==> config.mk <==
export PLATFORM = sky130hd
export DESIGN_NAME = fp_addsub_seq
export DESIGN_NICKNAME = d
export VERILOG_FILES = /design/src/rtl/fp_addsub_seq.sv
export SDC_FILE = /design/constraint.sdc
export NUM_CORES = 1
export LEC_CHECK = 0
export ABC_AREA = 1
export ABC_CLOCK_PERIOD_IN_PS = 15500
export CORE_MARGIN = 3
export CORE_UTILIZATION = 38
export CTS_BUF_LIST = sky130_fd_sc_hd__clkbuf_16
export CTS_CLUSTER_DIAMETER = 150
export CTS_CLUSTER_SIZE = 20
export DETAILED_ROUTE_END_ITERATION = 8
export SETUP_SLACK_MARGIN = 0.3
export SLEW_MARGIN = 20
export SYNTH_ARGS = -nofsm -noshare
export SYNTH_HDL_FRONTEND = slang
export SYNTH_SLANG_ARGS = --single-unit
==> constraint.sdc <==
create_clock -name clk -period 15.5 [get_ports clk]
set_input_delay 2.325 -clock clk [delete_from_list [all_inputs] [get_ports clk]]
set_output_delay 2.325 -clock clk [all_outputs]
set_load 0.02 [all_outputs]
==> src/rtl/fp_addsub_seq.sv <==
// fp_addsub_seq: multi-cycle IEEE-754 single-precision adder/subtractor.
//
// The operation moves through four stages: ALIGN, ADD, NORM and DONE.
// Rounding is truncation, and denormal inputs are treated as zero.
//
// Ports:
//   clk       - system clock; all state changes on the rising edge
//   rst_n     - asynchronous active-low reset
//   start     - request a new operation; sampled only while idle
//   op        - 0: a + b, 1: a - b
//   a, b      - IEEE-754 single operands, latched when start is accepted
//   result    - registered result; holds until the next operation completes
//   done      - one-cycle pulse while result is freshly valid
//   busy      - high whenever an operation is in flight (state not IDLE)
//   overflow  - result exponent saturated to infinity
//   underflow - nonzero result flushed to zero
//   invalid   - an operand had exponent 255; result is the default quiet NaN
module fp_addsub_seq (
    input  logic        clk,
    input  logic        rst_n,
    input  logic        start,
    input  logic        op,
    input  logic [31:0] a,
    input  logic [31:0] b,
    output logic [31:0] result,
    output logic        done,
    output logic        busy,
    output logic        overflow,
    output logic        underflow,
    output logic        invalid
);

    typedef enum logic [2:0] {
        ST_IDLE  = 3'd0,
        ST_ALIGN = 3'd1,
        ST_ADD   = 3'd2,
        ST_NORM  = 3'd3,
        ST_DONE  = 3'd4
    } state_t;

    function automatic logic [4:0] lzc24(input logic [23:0] v);
        logic [4:0] cnt;
        logic       found;
        cnt   = 5'd0;
        found = 1'b0;
        for (int i = 23; i >= 0; i--) begin
            if (!found) begin
                if (v[i]) begin
                    found = 1'b1;
                end else begin
                    cnt = cnt + 5'd1;
                end
            end else begin
                cnt = cnt;
            end
        end
        return cnt;
    endfunction

    state_t      state_r, state_next_s;
    logic [31:0] a_r, b_r;
    logic        op_r;
    logic [23:0] big_sig_r, small_sig_r;
    logic [7:0]  exp_r;
    logic        sign_r, eff_sub_r, inv_r;
    logic [24:0] sum_r;
    logic [31:0] result_r;
    logic        done_r, busy_r, overflow_r, underflow_r, invalid_r;

    logic [7:0]  exp_a_s, exp_b_s, exp_big_s, exp_small_s, diff_s;
    logic [23:0] sig_a_s, sig_b_s, sig_big_s, sig_small_s, shifted_s;
    logic        sign_b_s, a_big_s, sign_big_s, invalid_in_s;

    logic [4:0]  lz_s;
    logic [23:0] norm_s;
    logic [22:0] frac_s;
    logic [9:0]  exp_n_s;
    logic [31:0] res_s;
    logic        ovf_s, udf_s, inv_s;

    // Next-state logic for the operation sequencer
    always_comb begin
        case (state_r)
            ST_IDLE: begin
                if (start) begin
                    state_next_s = ST_ALIGN;
                end else begin
                    state_next_s = ST_IDLE;
                end
            end
            ST_ALIGN: state_next_s = ST_ADD;
            ST_ADD:   state_next_s = ST_NORM;
            ST_NORM:  state_next_s = ST_DONE;
            ST_DONE:  state_next_s = ST_IDLE;
            default:  state_next_s = ST_IDLE;
        endcase
    end

    // Operand unpack, magnitude ordering and alignment shift
    always_comb begin
        exp_a_s  = a_r[30:23];
        exp_b_s  = b_r[30:23];
        sig_a_s  = (exp_a_s == 8'd0) ? 24'd0 : {1'b1, a_r[22:0]};
        sig_b_s  = (exp_b_s == 8'd0) ? 24'd0 : {1'b1, b_r[22:0]};
        sign_b_s = b_r[31] ^ op_r;
        a_big_s  = (exp_a_s > exp_b_s) || ((exp_a_s == exp_b_s) && (sig_a_s >= sig_b_s));
        if (a_big_s) begin
            exp_big_s   = exp_a_s;
            exp_small_s = exp_b_s;
            sig_big_s   = sig_a_s;
            sig_small_s = sig_b_s;
            sign_big_s  = a_r[31];
        end else begin
            exp_big_s   = exp_b_s;
            exp_small_s = exp_a_s;
            sig_big_s   = sig_b_s;
            sig_small_s = sig_a_s;
            sign_big_s  = sign_b_s;
        end
        diff_s = exp_big_s - exp_small_s;
        if (diff_s >= 8'd25) begin
            shifted_s = 24'd0;
        end else begin
            shifted_s = sig_small_s >> diff_s;
        end
        invalid_in_s = (exp_a_s == 8'hFF) || (exp_b_s == 8'hFF);
    end

    // Normalisation, exponent range checks and result packing
    always_comb begin
        lz_s    = lzc24(sum_r[23:0]);
        norm_s  = 24'd0;
        frac_s  = 23'd0;
        exp_n_s = 10'd0;
        res_s   = 32'd0;
        ovf_s   = 1'b0;
        udf_s   = 1'b0;
        inv_s   = 1'b0;
        if (inv_r) begin
            res_s = 32'h7FC0_0000;
            inv_s = 1'b1;
        end else if (sum_r == 25'd0) begin
            res_s = 32'd0;
        end else begin
            if (sum_r[24]) begin
                frac_s  = sum_r[23:1];
                exp_n_s = {2'b00, exp_r} + 10'd1;
            end else begin
                norm_s  = sum_r[23:0] << lz_s;
                frac_s  = norm_s[22:0];
                exp_n_s = {2'b00, exp_r} - {5'd0, lz_s};
            end
            if ($signed(exp_n_s) >= $signed(10'd255)) begin
                res_s = {sign_r, 8'hFF, 23'd0};
                ovf_s = 1'b1;
            end else if ($signed(exp_n_s) <= $signed(10'd0)) begin
                res_s = {sign_r, 31'd0};
                udf_s = 1'b1;
            end else begin
                res_s = {sign_r, exp_n_s[7:0], frac_s};
            end
        end
    end

    // Sequencer state, datapath and output registers
    always_ff @(posedge clk or negedge rst_n) begin
        if (!rst_n) begin
            state_r     <= ST_IDLE;
            a_r         <= 32'd0;
            b_r         <= 32'd0;
            op_r        <= 1'b0;
            big_sig_r   <= 24'd0;
            small_sig_r <= 24'd0;
            exp_r       <= 8'd0;
            sign_r      <= 1'b0;
            eff_sub_r   <= 1'b0;
            inv_r       <= 1'b0;
            sum_r       <= 25'd0;
            result_r    <= 32'd0;
            done_r      <= 1'b0;
            busy_r      <= 1'b0;
            overflow_r  <= 1'b0;
            underflow_r <= 1'b0;
            invalid_r   <= 1'b0;
        end else begin
            state_r <= state_next_s;
            busy_r  <= (state_next_s != ST_IDLE);
            done_r  <= (state_next_s == ST_DONE);
            case (state_r)
                ST_IDLE: begin
                    if (start) begin
                        a_r  <= a;
                        b_r  <= b;
                        op_r <= op;
                    end
                end
                ST_ALIGN: begin
                    big_sig_r   <= sig_big_s;
                    small_sig_r <= shifted_s;
                    exp_r       <= exp_big_s;
                    sign_r      <= sign_big_s;
                    eff_sub_r   <= a_r[31] ^ sign_b_s;
                    inv_r       <= invalid_in_s;
                end
                ST_ADD: begin
                    if (eff_sub_r) begin
                        sum_r <= {1'b0, big_sig_r} - {1'b0, small_sig_r};
                    end else begin
                        sum_r <= {1'b0, big_sig_r} + {1'b0, small_sig_r};
                    end
                end
                ST_NORM: begin
                    result_r    <= res_s;
                    overflow_r  <= ovf_s;
                    underflow_r <= udf_s;
                    invalid_r   <= inv_s;
                end
                ST_DONE: begin
                    result_r <= result_r;
                end
                default: begin
                    result_r <= result_r;
                end
            endcase
        end
    end

    assign result    = result_r;
    assign done      = done_r;
    assign busy      = busy_r;
    assign overflow  = overflow_r;
    assign underflow = underflow_r;
    assign invalid   = invalid_r;

endmodule

==> impl_results.md <==
* Core area at 40280 um^2
* DR pass1 iterations at 6
* CP arrival at 13.36 ns
* Max Clock Freq at 77.15 MHz
* Clk root buf: clkbuf_16
* Floorplan row count at 73
* Worst-path maximum fanout at 27
* Number of max-cap violations at 0
* Final hold violation count at 0
* Iter 0 DRT Violations at 863
* Gpl congestion at 0.9033
* Initial antenna violation count at 2
* H-tree depth at 4
* Netlist Area Pre-Place at 15710 um^2
* PostCTS Resize Cnt at 0
* Largest net degree at the start of global routing at 119
* Final WL at 44.38 mm
* Final setup fails at 0
* Post-route ant nets at 0
* Clock skew at 0.01659 ns
* RSZ-0062 raised after global routing: false
* IO buf count at 104
* Post-synthesis sequential area ratio at 30.10%
* Most frequent cells in the layout: nand2_1, inv_1, nor2_1
* Clk_lat worst skew at 0.46 ns
* Postcts setup bufs at 0
* Synthesized instance count at 2361
* Setup WS pre-CTS at 2.637 ns
* Area share of the largest cell type after synthesis at 30.10%
* Mapped Nets at 2515
* Grt ovf at 0
* Reg2reg end: result[15]$_DFFE_PN0P_
* Cts bufs inserted at 17
* R2R setup slack at 2.54 ns
* Final nets at 2567
* Period utilization at 83.62%
* Avg WL per Cell at 15.03 um
* Worst path required time at 15.90 ns
* Initial Utilization at 39.01%
* Area delta synth->final at 13.08%
* Crit path max-delay cell type: nor2_1
* Boundary pin count at 105
* Fraction of layout cells with a size suffix above 1 at 7.255%
* Critical path type: reg -> reg
* CTS tree: yes
* Most used DFF post-synth: dfrtp_1
* Hold worst-path end: result[16]$_DFFE_PN0P_
* Die Footprint at 43830 um^2
* Slowest stage delay, CP at 0.58 ns
* CTS Buffer Depth at 2
* Yosys Warn Count at 0
* Hpwl dp at 34.84 mm
* Post-synth EDFFs at 0
* Die Wd at 209.3 um
* Vias per inst at 5.144
* Die height at 209.3 um
* Number of distinct library cells after synthesis at 60
* WHS Path Cells at 2
* Share of flip-flops with an asynchronous set or reset at 100.0%
* First-pass GRT wire length at 73.84 mm
* # clock sinks at 189
* CTS clk-pin slew, worst paths at 0.08 ns
* Synth area leaders: dfrtp_1, nand2_1, ha_1
* Final Max Slew Viols at 0
* DRC at 0
* Final setup margin at 2.539 ns
* Critical path's most frequent cell: nand2_1
* Worst setup EP type: flop
* Status: complete, no violations
* Worst r2r path cells at 81
* Setup tns final at 0 ns
* R2r startpoint: sum_r[22]$_DFFE_PN0N_
* Hold_ws at 0.4882 ns
* Vias after detailed routing at 15190
* CTS Hold Bufs at 0
* Commonest non-fill, non-tap cell in the layout: nand2_1
* Number of global-route vias before repair at 14620
* Tmin final at 12.96 ns
* Worst Hold Class: reg -> reg
* Startpoint Class: flop
* Total track usage at 20.32%
* Syn_area_per_cell at 6.655 um^2
* Relative slew slack at 34.29%
* Worst min-delay path startpoint: result[16]$_DFFE_PN0P_
* Measured slew at the worst slew-check pin at 0.9857 ns
* Cell taking the most area after synthesis: dfrtp_1
* Post-synthesis register bit count at 189
how the worst max path moves through the flow:
| stage | to | from | cells after the start |
|---|---|---|---|
| CTS | result[15]$_DFFE_PN0P_ | sum_r[22]$_DFFE_PN0N_ | 81 |
| global route | result[19]$_DFFE_PN0P_ | sum_r[22]$_DFFE_PN0N_ | 81 |
| detailed placement | result[15]$_DFFE_PN0P_ | sum_r[22]$_DFFE_PN0N_ | 81 |
| global placement | result[15]$_DFFE_PN0P_ | sum_r[22]$_DFFE_PN0N_ | 81 |
| floorplan | result[10]$_DFFE_PN0P_ | sum_r[22]$_DFFE_PN0N_ | 84 |
| finish | result[15]$_DFFE_PN0P_ | sum_r[22]$_DFFE_PN0N_ | 81 |
flip-flops by register name, indices dropped and copies added, names as in the netlist, 3 cells and up:
signal	cells
a_r	32
b_r	32
big_sig_r	24
exp_r	8
result	32
small_sig_r	24
state_r	3
sum_r	25
critical path: cells and delay by family, from the launching register on:
| kind | cells | cell delay (ns) |
|---|---|---|
| DFF | 1 | 0.44 |
| muxes | 1 | 0.25 |
| adders and majority gates | 13 | 3.79 |
| and+or+nand+nor | 42 | 4.72 |
| buffers and inverters | 8 | 0.84 |
| AOI/OAI and AO/OA | 15 | 2.46 |
| xor gates and xnor gates | 2 | 0.45 |
per-layer routing:
metal / part of all wire (%) / track usage (%)
met5: 0.038 / 0
met4: 2.4 / 5.935
met3: 4.4 / 3.318
met2: 47 / 34.75
met1: 46 / 26.50
synth_stat cells (7+ instances only):
| cell type | count |
|---|---|
| nand2_1 | 641 |
| inv_1 | 273 |
| nor2_1 | 226 |
| nand3_1 | 197 |
| dfrtp_1 | 189 |
| o21ai_0 | 176 |
| a21oi_1 | 146 |
| ha_1 | 84 |
| clkbuf_1 | 68 |
| xor2_1 | 38 |
| mux2_2 | 26 |
| nand4_1 | 26 |
| o21ai_1 | 26 |
| inv_2 | 23 |
| o22ai_1 | 17 |
| xnor2_1 | 16 |
| nand2_2 | 15 |
| nand3_2 | 14 |
| o211ai_1 | 14 |
| nor3_1 | 12 |
| nor4_1 | 10 |
| clkinv_1 | 9 |
| nor2_4 | 9 |
| nor2_2 | 8 |
| a31oi_1 | 7 |
| o21ai_2 | 7 |
| o31ai_1 | 7 |
cell families after synthesis:
kind of cell               after synthesis  share of synthesized area (%)
xor gates and xnor gates                56                          3.217
buffers and inverters                  393                          9.747
adders and majority gates               86                          6.944
and+or+nand+nor                       1182                          33.09
AOI/OAI and AO/OA                      428                          14.98
DFF                                    189                          30.10
muxes                                   27                          1.927
stage by stage:
step                      cells  area (um^2)  util (%)
after global placement     2919        17170     42.63
final                      2952        17770     44.11
after floorplan            2361        15710         -
after CTS                  2951        17770     44.11
after detailed placement   2919        17170     42.63
after global routing       2951        17770     44.11
final cells by class:
| cell class | count | area [um^2] |
|---|---|---|
| fill | 4235 | 22510 |
| multi-input combinational | 1779 | 9472 |
| sequential | 189 | 4730 |
| timing repair buffer | 119 | 1157 |
| inverter | 307 | 1157 |
| tap | 525 | 656.9 |
| clock buffer | 17 | 425.4 |
| clock inverter | 15 | 167.7 |
| antenna | 1 | 2.502 |
Power is not shown: default switching activity piles up to over one toggle a cycle in this logic, so the estimate is an artifact.
